### src/rtl/mix_columns_seq.sv
// Column-serial, handshaked AES MixColumns / InvMixColumns engine.
// Transforms COLS_PER_CYCLE columns of the latched state per BUSY cycle.
module mix_columns_seq #(
  parameter int NB             = 4,
  parameter int COLS_PER_CYCLE = 1,
  parameter bit INV_EN         = 1'b1
) (
  input  logic              clk,
  input  logic              rst,
  input  logic              in_valid,
  output logic              in_ready,
  input  logic [32*NB-1:0]  in_data,
  input  logic              inv,
  output logic              out_valid,
  input  logic              out_ready,
  output logic [32*NB-1:0]  out_data,
  output logic              busy
);

  localparam int W  = 32 * NB;
  localparam int CW = $clog2(NB + 1);
  localparam logic [CW-1:0] STEP     = CW'(COLS_PER_CYCLE);
  localparam logic [CW-1:0] LAST_COL = CW'(NB - COLS_PER_CYCLE);

  if ((NB < 4) || (NB > 8)) begin : g_bad_nb
    $error("mix_columns_seq: NB must be in 4..8");
  end
  if (COLS_PER_CYCLE < 1) begin : g_bad_cpc
    $error("mix_columns_seq: COLS_PER_CYCLE must be at least 1");
  end else if ((NB % COLS_PER_CYCLE) != 0) begin : g_bad_div
    $error("mix_columns_seq: COLS_PER_CYCLE must divide NB");
  end

  typedef enum logic [1:0] {
    S_IDLE = 2'd0,
    S_BUSY = 2'd1,
    S_DONE = 2'd2
  } state_e;

  // GF(2^8) multiply by x, reduction polynomial 0x11b.
  function automatic logic [7:0] xtime(input logic [7:0] b);
    return {b[6:0], 1'b0} ^ (b[7] ? 8'h1b : 8'h00);
  endfunction

  function automatic logic [31:0] mix_col(input logic [31:0] c, input logic inv_m);
    logic [7:0] a [4];
    logic [7:0] x2 [4];
    logic [7:0] x4 [4];
    logic [7:0] x8 [4];
    logic [31:0] r;
    r = 32'h0000_0000;
    for (int i = 0; i < 4; i++) begin
      a[i]  = c[31-8*i -: 8];
      x2[i] = xtime(a[i]);
      x4[i] = xtime(x2[i]);
      x8[i] = xtime(x4[i]);
    end
    for (int i = 0; i < 4; i++) begin
      if (inv_m) begin
        r[31-8*i -: 8] = (x8[i] ^ x4[i] ^ x2[i])
                       ^ (x8[(i+1)%4] ^ x2[(i+1)%4] ^ a[(i+1)%4])
                       ^ (x8[(i+2)%4] ^ x4[(i+2)%4] ^ a[(i+2)%4])
                       ^ (x8[(i+3)%4] ^ a[(i+3)%4]);
      end else begin
        r[31-8*i -: 8] = x2[i] ^ (x2[(i+1)%4] ^ a[(i+1)%4]) ^ a[(i+2)%4] ^ a[(i+3)%4];
      end
    end
    return r;
  endfunction

  state_e          state_q, state_d;
  logic [W-1:0]    work_q, work_d;
  logic [W-1:0]    out_q, out_d;
  logic            mode_q, mode_d;
  logic [CW-1:0]   col_q, col_d;
  logic            valid_q, valid_d;
  logic            busy_q, busy_d;
  int              base_s;

  assign in_ready  = (state_q == S_IDLE) && !rst;
  assign out_valid = valid_q;
  assign out_data  = out_q;
  assign busy      = busy_q;

  // Next-state and datapath update; only the active column group is transformed.
  always_comb begin
    state_d = state_q;
    work_d  = work_q;
    out_d   = out_q;
    mode_d  = mode_q;
    col_d   = col_q;
    valid_d = valid_q;
    base_s  = 0;
    case (state_q)
      S_IDLE: begin
        if (in_valid && in_ready) begin
          state_d = S_BUSY;
          work_d  = in_data;
          mode_d  = INV_EN ? inv : 1'b0;
          col_d   = {CW{1'b0}};
        end else begin
          state_d = S_IDLE;
        end
      end
      S_BUSY: begin
        for (int g = 0; g < COLS_PER_CYCLE; g++) begin
          base_s = W - 32 - 32 * (int'(col_q) + g);
          work_d[base_s +: 32] = mix_col(work_q[base_s +: 32], mode_q);
        end
        col_d = col_q + STEP;
        if (col_q == LAST_COL) begin
          state_d = S_DONE;
          out_d   = work_d;
          valid_d = 1'b1;
        end else begin
          state_d = S_BUSY;
        end
      end
      S_DONE: begin
        if (out_ready) begin
          state_d = S_IDLE;
          valid_d = 1'b0;
        end else begin
          state_d = S_DONE;
        end
      end
      default: begin
        state_d = S_IDLE;
        valid_d = 1'b0;
      end
    endcase
    busy_d = (state_d != S_IDLE);
  end

  // State and datapath registers; reset discards any in-flight transaction.
  always_ff @(posedge clk) begin
    if (rst) begin
      state_q <= S_IDLE;
      work_q  <= {W{1'b0}};
      out_q   <= {W{1'b0}};
      mode_q  <= 1'b0;
      col_q   <= {CW{1'b0}};
      valid_q <= 1'b0;
      busy_q  <= 1'b0;
    end else begin
      state_q <= state_d;
      work_q  <= work_d;
      out_q   <= out_d;
      mode_q  <= mode_d;
      col_q   <= col_d;
      valid_q <= valid_d;
      busy_q  <= busy_d;
    end
  end

endmodule

### config.mk
export PLATFORM = sky130hd
export DESIGN_NAME = mix_columns_seq
export DESIGN_NICKNAME = d
export VERILOG_FILES = /design/src/rtl/mix_columns_seq.sv
export SDC_FILE = /design/constraint.sdc
export NUM_CORES = 1
export LEC_CHECK = 0
export ABC_AREA = 1
export CAP_MARGIN = 20
export CORE_MARGIN = 3
export CORE_UTILIZATION = 56
export DETAILED_ROUTE_END_ITERATION = 10
export GPL_ROUTABILITY_DRIVEN = 0
export MAX_ROUTING_LAYER = met4
export PLACE_DENSITY = 0.82
export SETUP_SLACK_MARGIN = 0.5
export SYNTH_ARGS = -nofsm -noshare
export SYNTH_HDL_FRONTEND = slang
export SYNTH_SLANG_ARGS = --single-unit
### constraint.sdc
create_clock -name clk -period 3.4 [get_ports clk]
set_input_delay 1.02 -clock clk [delete_from_list [all_inputs] [get_ports clk]]
set_output_delay 1.02 -clock clk [all_outputs]
set_load 0.05 [all_outputs]
==> impl_metrics.yaml, run 1 <==
synth:
  synth_seq_area_share_pct: 28.8
  synth_edf_count: 0
  ys_seq_elements: 264
  synth_nets: 3009
  postSynthCellCount: 2871
  yosysWarnings: 0
  ys.flop_type: "dfxtp_1"
  syn_area_um2: 18400
  syn_avg_cell_area_um2: 6.40
  synthArstFlopShare_pct: 0
  synthDistinctLibCells: 51
clocking:
  cts_buffer_depth: 3
  cts_sinks: 264
  cts_buffers: 27
  htree_levels: 1
  ctsRootBufferMaster: "clkbuf_16"
floorplanning:
  ios: 264
  die_w_um: 187
  start_util_pct: 57.5
  placementRows: 65
  die_y_um: 187
grt:
  grt_max_degree: 118
  gr-total-overflow: 2
  grt_usage_pct: 66.1
place:
  place_inst: 3556
  dp_hpwl_um: 61600
  postPlaceCellArea_um2: 22200
  numPortBuffers: 263
outcome:
  lastStage: "global routing (5_1_grt)"
  error: "[ERROR GRT-0232] Routing congestion too high. Check the congestion heatmap in the GUI."
  outcome: "aborted with a tool error"
==> cell usage after synthesis, drive strengths merged (14+ instances only) <==
| cell type | count | area (µm²) |
|---|---|---|
| xnor2 | 56 | 577 |
| nand2 | 947 | 3710 |
| nand4 | 30 | 188 |
| clkbuf | 123 | 463 |
| buf | 57 | 394 |
| xor2 | 135 | 1270 |
| nor2 | 70 | 278 |
| o221ai | 68 | 596 |
| or2 | 19 | 119 |
| o21ai | 366 | 1870 |
| nand3 | 167 | 861 |
| inv | 219 | 832 |
| o211ai | 14 | 105 |
| a21oi | 285 | 1440 |
| dfxtp | 264 | 5290 |
==> metrics by stage <==
step / worst slack, ns / utilization [%] / setup TNS (ns)
CTS: 0.333 / 77.1 / 0
detailed placement: -0.0686 / 69.4 / -0.224
global placement: -0.0416 / 69.4 / -0.116
floorplan: 0.503 / - / 0
==> routing by layer <==
layer / global-route usage (%) / overflow
met5: - / -
met1: 65.6 / 0
met2: 81.4 / 1
met4: 58.2 / 1
met3: 51.6 / 0
==> what timing repair did <==
item | 4_1_cts
buffers inserted | 55
hold buffers | 0
resized for setup | 236
pin swaps | 62
gates cloned | 6
setup endpoints to repair | 256
==> kinds of logic after synthesis <==
group           Yosys count  share of synthesized area (%)
buf+inv                 405                           9.35
compound gates          758                           22.8
mux                       1                         0.0545
xor+xnor                191                           10.1
flops                   264                           28.8
simple gates           1247                           28.6
fa+ha+maj                 5                          0.341
==> run 2: changes to the inputs <==
- CORE_UTILIZATION: 56 -> 40
- MAX_ROUTING_LAYER: met4 -> unset
- PLACE_DENSITY: 0.82 -> unset
- PLACE_DENSITY_LB_ADDON: unset -> 0.15
- SETUP_SLACK_MARGIN: 0.5 -> unset
==> impl_metrics.yaml, run 2 <==
floorplanning:
  dieArea_um2: 48500
  core_um2: 44800
  ios: 264
  die_y_um: 220
  start_util_pct: 41.0
  placementRows: 77
  die_w_um: 220
timing:
  final.setup_skew_ns: 0.0106
  drv_slew: 0
  relSlewSlack_pct: 35.1
  hold_viol_final: 0
  fmax_mhz: 291
  rsz0062_at_grt: "yes"
  finalWorstSetupSlack_ns: -0.0356
  period_needed_ns: 3.44
  finalCritPeriodShare_pct: 101
  tightest_slew_ns: 0.973
  finalSetupViolations: 4
  tns_ns: -0.0972
place:
  place_inst: 3814
  dp_slack_ns: -0.200
  postPlaceCellArea_um2: 23300
  numPortBuffers: 263
  dp_hpwl_um: 69800
setup_path:
  cp_max_fo: 9
  start_kind: "register"
  worstPathArrival_ns: 3.94
  critPathKind: "reg -> reg"
  required_ns: 3.90
  end_kind: "register"
power:
  pwr-share-seq_pct: 19.7
  p_comb_share_pct: 59.9
  ir_worst_vdd_v: 0.000398
  p_switching_uw: 8110
  finalPower_uw: 17300
  swShare_pct: 46.8
  cellInternalPower_uw: 9230
  power_leakage_uw: 0.0110
  power.density_nw_per_um2: 688
  p_clk_share_pct: 20.4
synth:
  synth_seq_area_share_pct: 28.8
  synth_common_cells: "nand2_1 (901), o21ai_0 (302), a21oi_1 (281)"
  synth_edf_count: 0
  ys_seq_elements: 264
  synth_top_cell_by_area: "dfxtp_1"
  postSynthCellCount: 2871
  synth_most_common_cell: "nand2_1"
  syn_avg_cell_area_um2: 6.40
  synth_nets: 3009
  synth_top_area_share_pct: 28.8
  synthArstFlopShare_pct: 0
  yosysWarnings: 0
  synthTopCellsByArea: "dfxtp_1 (29%), nand2_1 (18%), o21ai_0 (8.2%)"
  syn_area_um2: 18400
  ys.flop_type: "dfxtp_1"
  synthDistinctLibCells: 51
clocking:
  htree_levels: 1
  clk_pin_slew_ns: 0.06
  cts_sinks: 264
  clkLatencyLatePin_ns: 0.58
  cts_buffers: 30
  cts_buffer_depth: 3
  ctsRootBufferMaster: "clkbuf_16"
  cts_tree: "built"
cells_and_area:
  fin_cells: 3898
  fin_nets: 3422
  final_area_um2: 25200
  syn2layout_area_growth_pct: 37.2
  drive_gt1_share_pct: 17.7
  regArea_um2: 5290
  antenna_cells: 0
  fill_cells: 4294
  multi_input_area_um2: 11900
  final_common_cell: "nand2_1"
  final_cell_mix: "nand2_1 (862), o21ai_0 (289), a21oi_1 (273), dfxtp_1 (262), clkdlybuf4s50_1 (261)"
flow_run:
  drv_cap: 0
detailed_routing:
  antenna_left: 0
  wirelength_um: 91500
  drc_errors: 0
  vias_per_cell: 5.84
  via_count: 22800
  wire_per_inst_um: 23.5
  drt_iter0_drc: 3069
  first_pass_iters: 6
outcome:
  outcome: "finished with violations"
  violations: "negative setup slack"
grt:
  grt_pass1_vias: 20900
  gr-total-overflow: 0
  grt_usage_pct: 35.7
  antenna_found_initial: 0
  grt_max_degree: 113
  grt_pass1_wl_um: 130000
worst_hold_path:
  holdCritPathClass: "reg -> reg"
run 2: final cells by class:
class	count	share of cell area, %
repair inverters	1	0.0347
flip-flops and latches	264	21.0
inverters	225	3.52
clock inverters	13	0.864
clock buffers	41	3.38
well taps	592	2.94
multi-input cells	2202	47.2
repair buffers	560	21.1
run 2: worst max-delay path, stage by stage (launching register included):
cell and delay (ns):
dfxtp_4 0.39, inv_4 0.07, buf_4 0.16, buf_4 0.16, nand2_1 0.14, nand2_1 0.11, nand2_2 0.10, nand2_4 0.10
buf_4 0.19, xnor2_4 0.19, buf_4 0.18, xor2_1 0.18, xor2_1 0.32, nand2_1 0.10, nand3_1 0.11, nand4_1 0.26
nand2_1 0.12, o21ai_0 0.26, a21oi_1 0.21
run 2: layer usage:
metal,up-vias,GRT usage [%],part of all wire (%)
li1,10300,-,-
met1,10600,46.3,37
met2,1566,53.9,43
met3,352,7.03,12
met4,0,23.4,8.2
met5,-,0,0
run 2: worst paths after layout:
| check | startpoint | to | depth (start not counted) | slack, ns |
|---|---|---|---|---|
| worst max-delay path | col_q[0] | out_data[127] | 18 | -0.04 |
| worst min-delay path | work_q[123] | work_q[123] | 2 | 0.48 |
| worst max register to register | col_q[0] | out_data[127] | 18 | -0.04 |
| worst min register to register | work_q[123] | work_q[123] | 2 | 0.48 |
run 2: cells by family (layout without fill, tap and decap cells):
logic type      Yosys count  after routing  synth area share [%]
flops                   264            264                  28.8
xor+xnor                191            191                  10.1
simple gates           1247           1247                  28.6
fa+ha+maj                 5              5                 0.341
mux                       1              1                0.0545
buf+inv                 405            840                  9.35
compound gates          758            758                  22.8
run 2: timing repair:
item / in CTS / in global routing
cloned: 1 / 2
pin swaps: 3 / 13
buffers inserted: 4 / 23
gates resized for setup: 5 / 146
hold buffers: 0 / 0
endpoints found under the setup margin: 23 / 189
run 2: power groups by stage:
stage                     combinational [µW]  sequential, µW  clock [µW]
final                                  10400            3420        3530
after CTS                               9440            3400        3540
after global placement                  9220            3460           0
after detailed placement                9320            3470           0
after global routing                   11000            3420        3660
after floorplan                         5490            3400           0
run 2: metrics by stage:
| step | utilization (%) | hold slack (ns) |
|---|---|---|
| 3_3_place_gp | 52.0 | 0.459 |
| 5_1_grt | 56.3 | 0.495 |
| 2_1_floorplan | - | 0.445 |
| 3_5_place_dp | 52.0 | 0.463 |
| 4_1_cts | 54.5 | 0.481 |
| 6_report | 56.3 | 0.479 |
No activity file was read; power rests on OpenSTA's default activity.
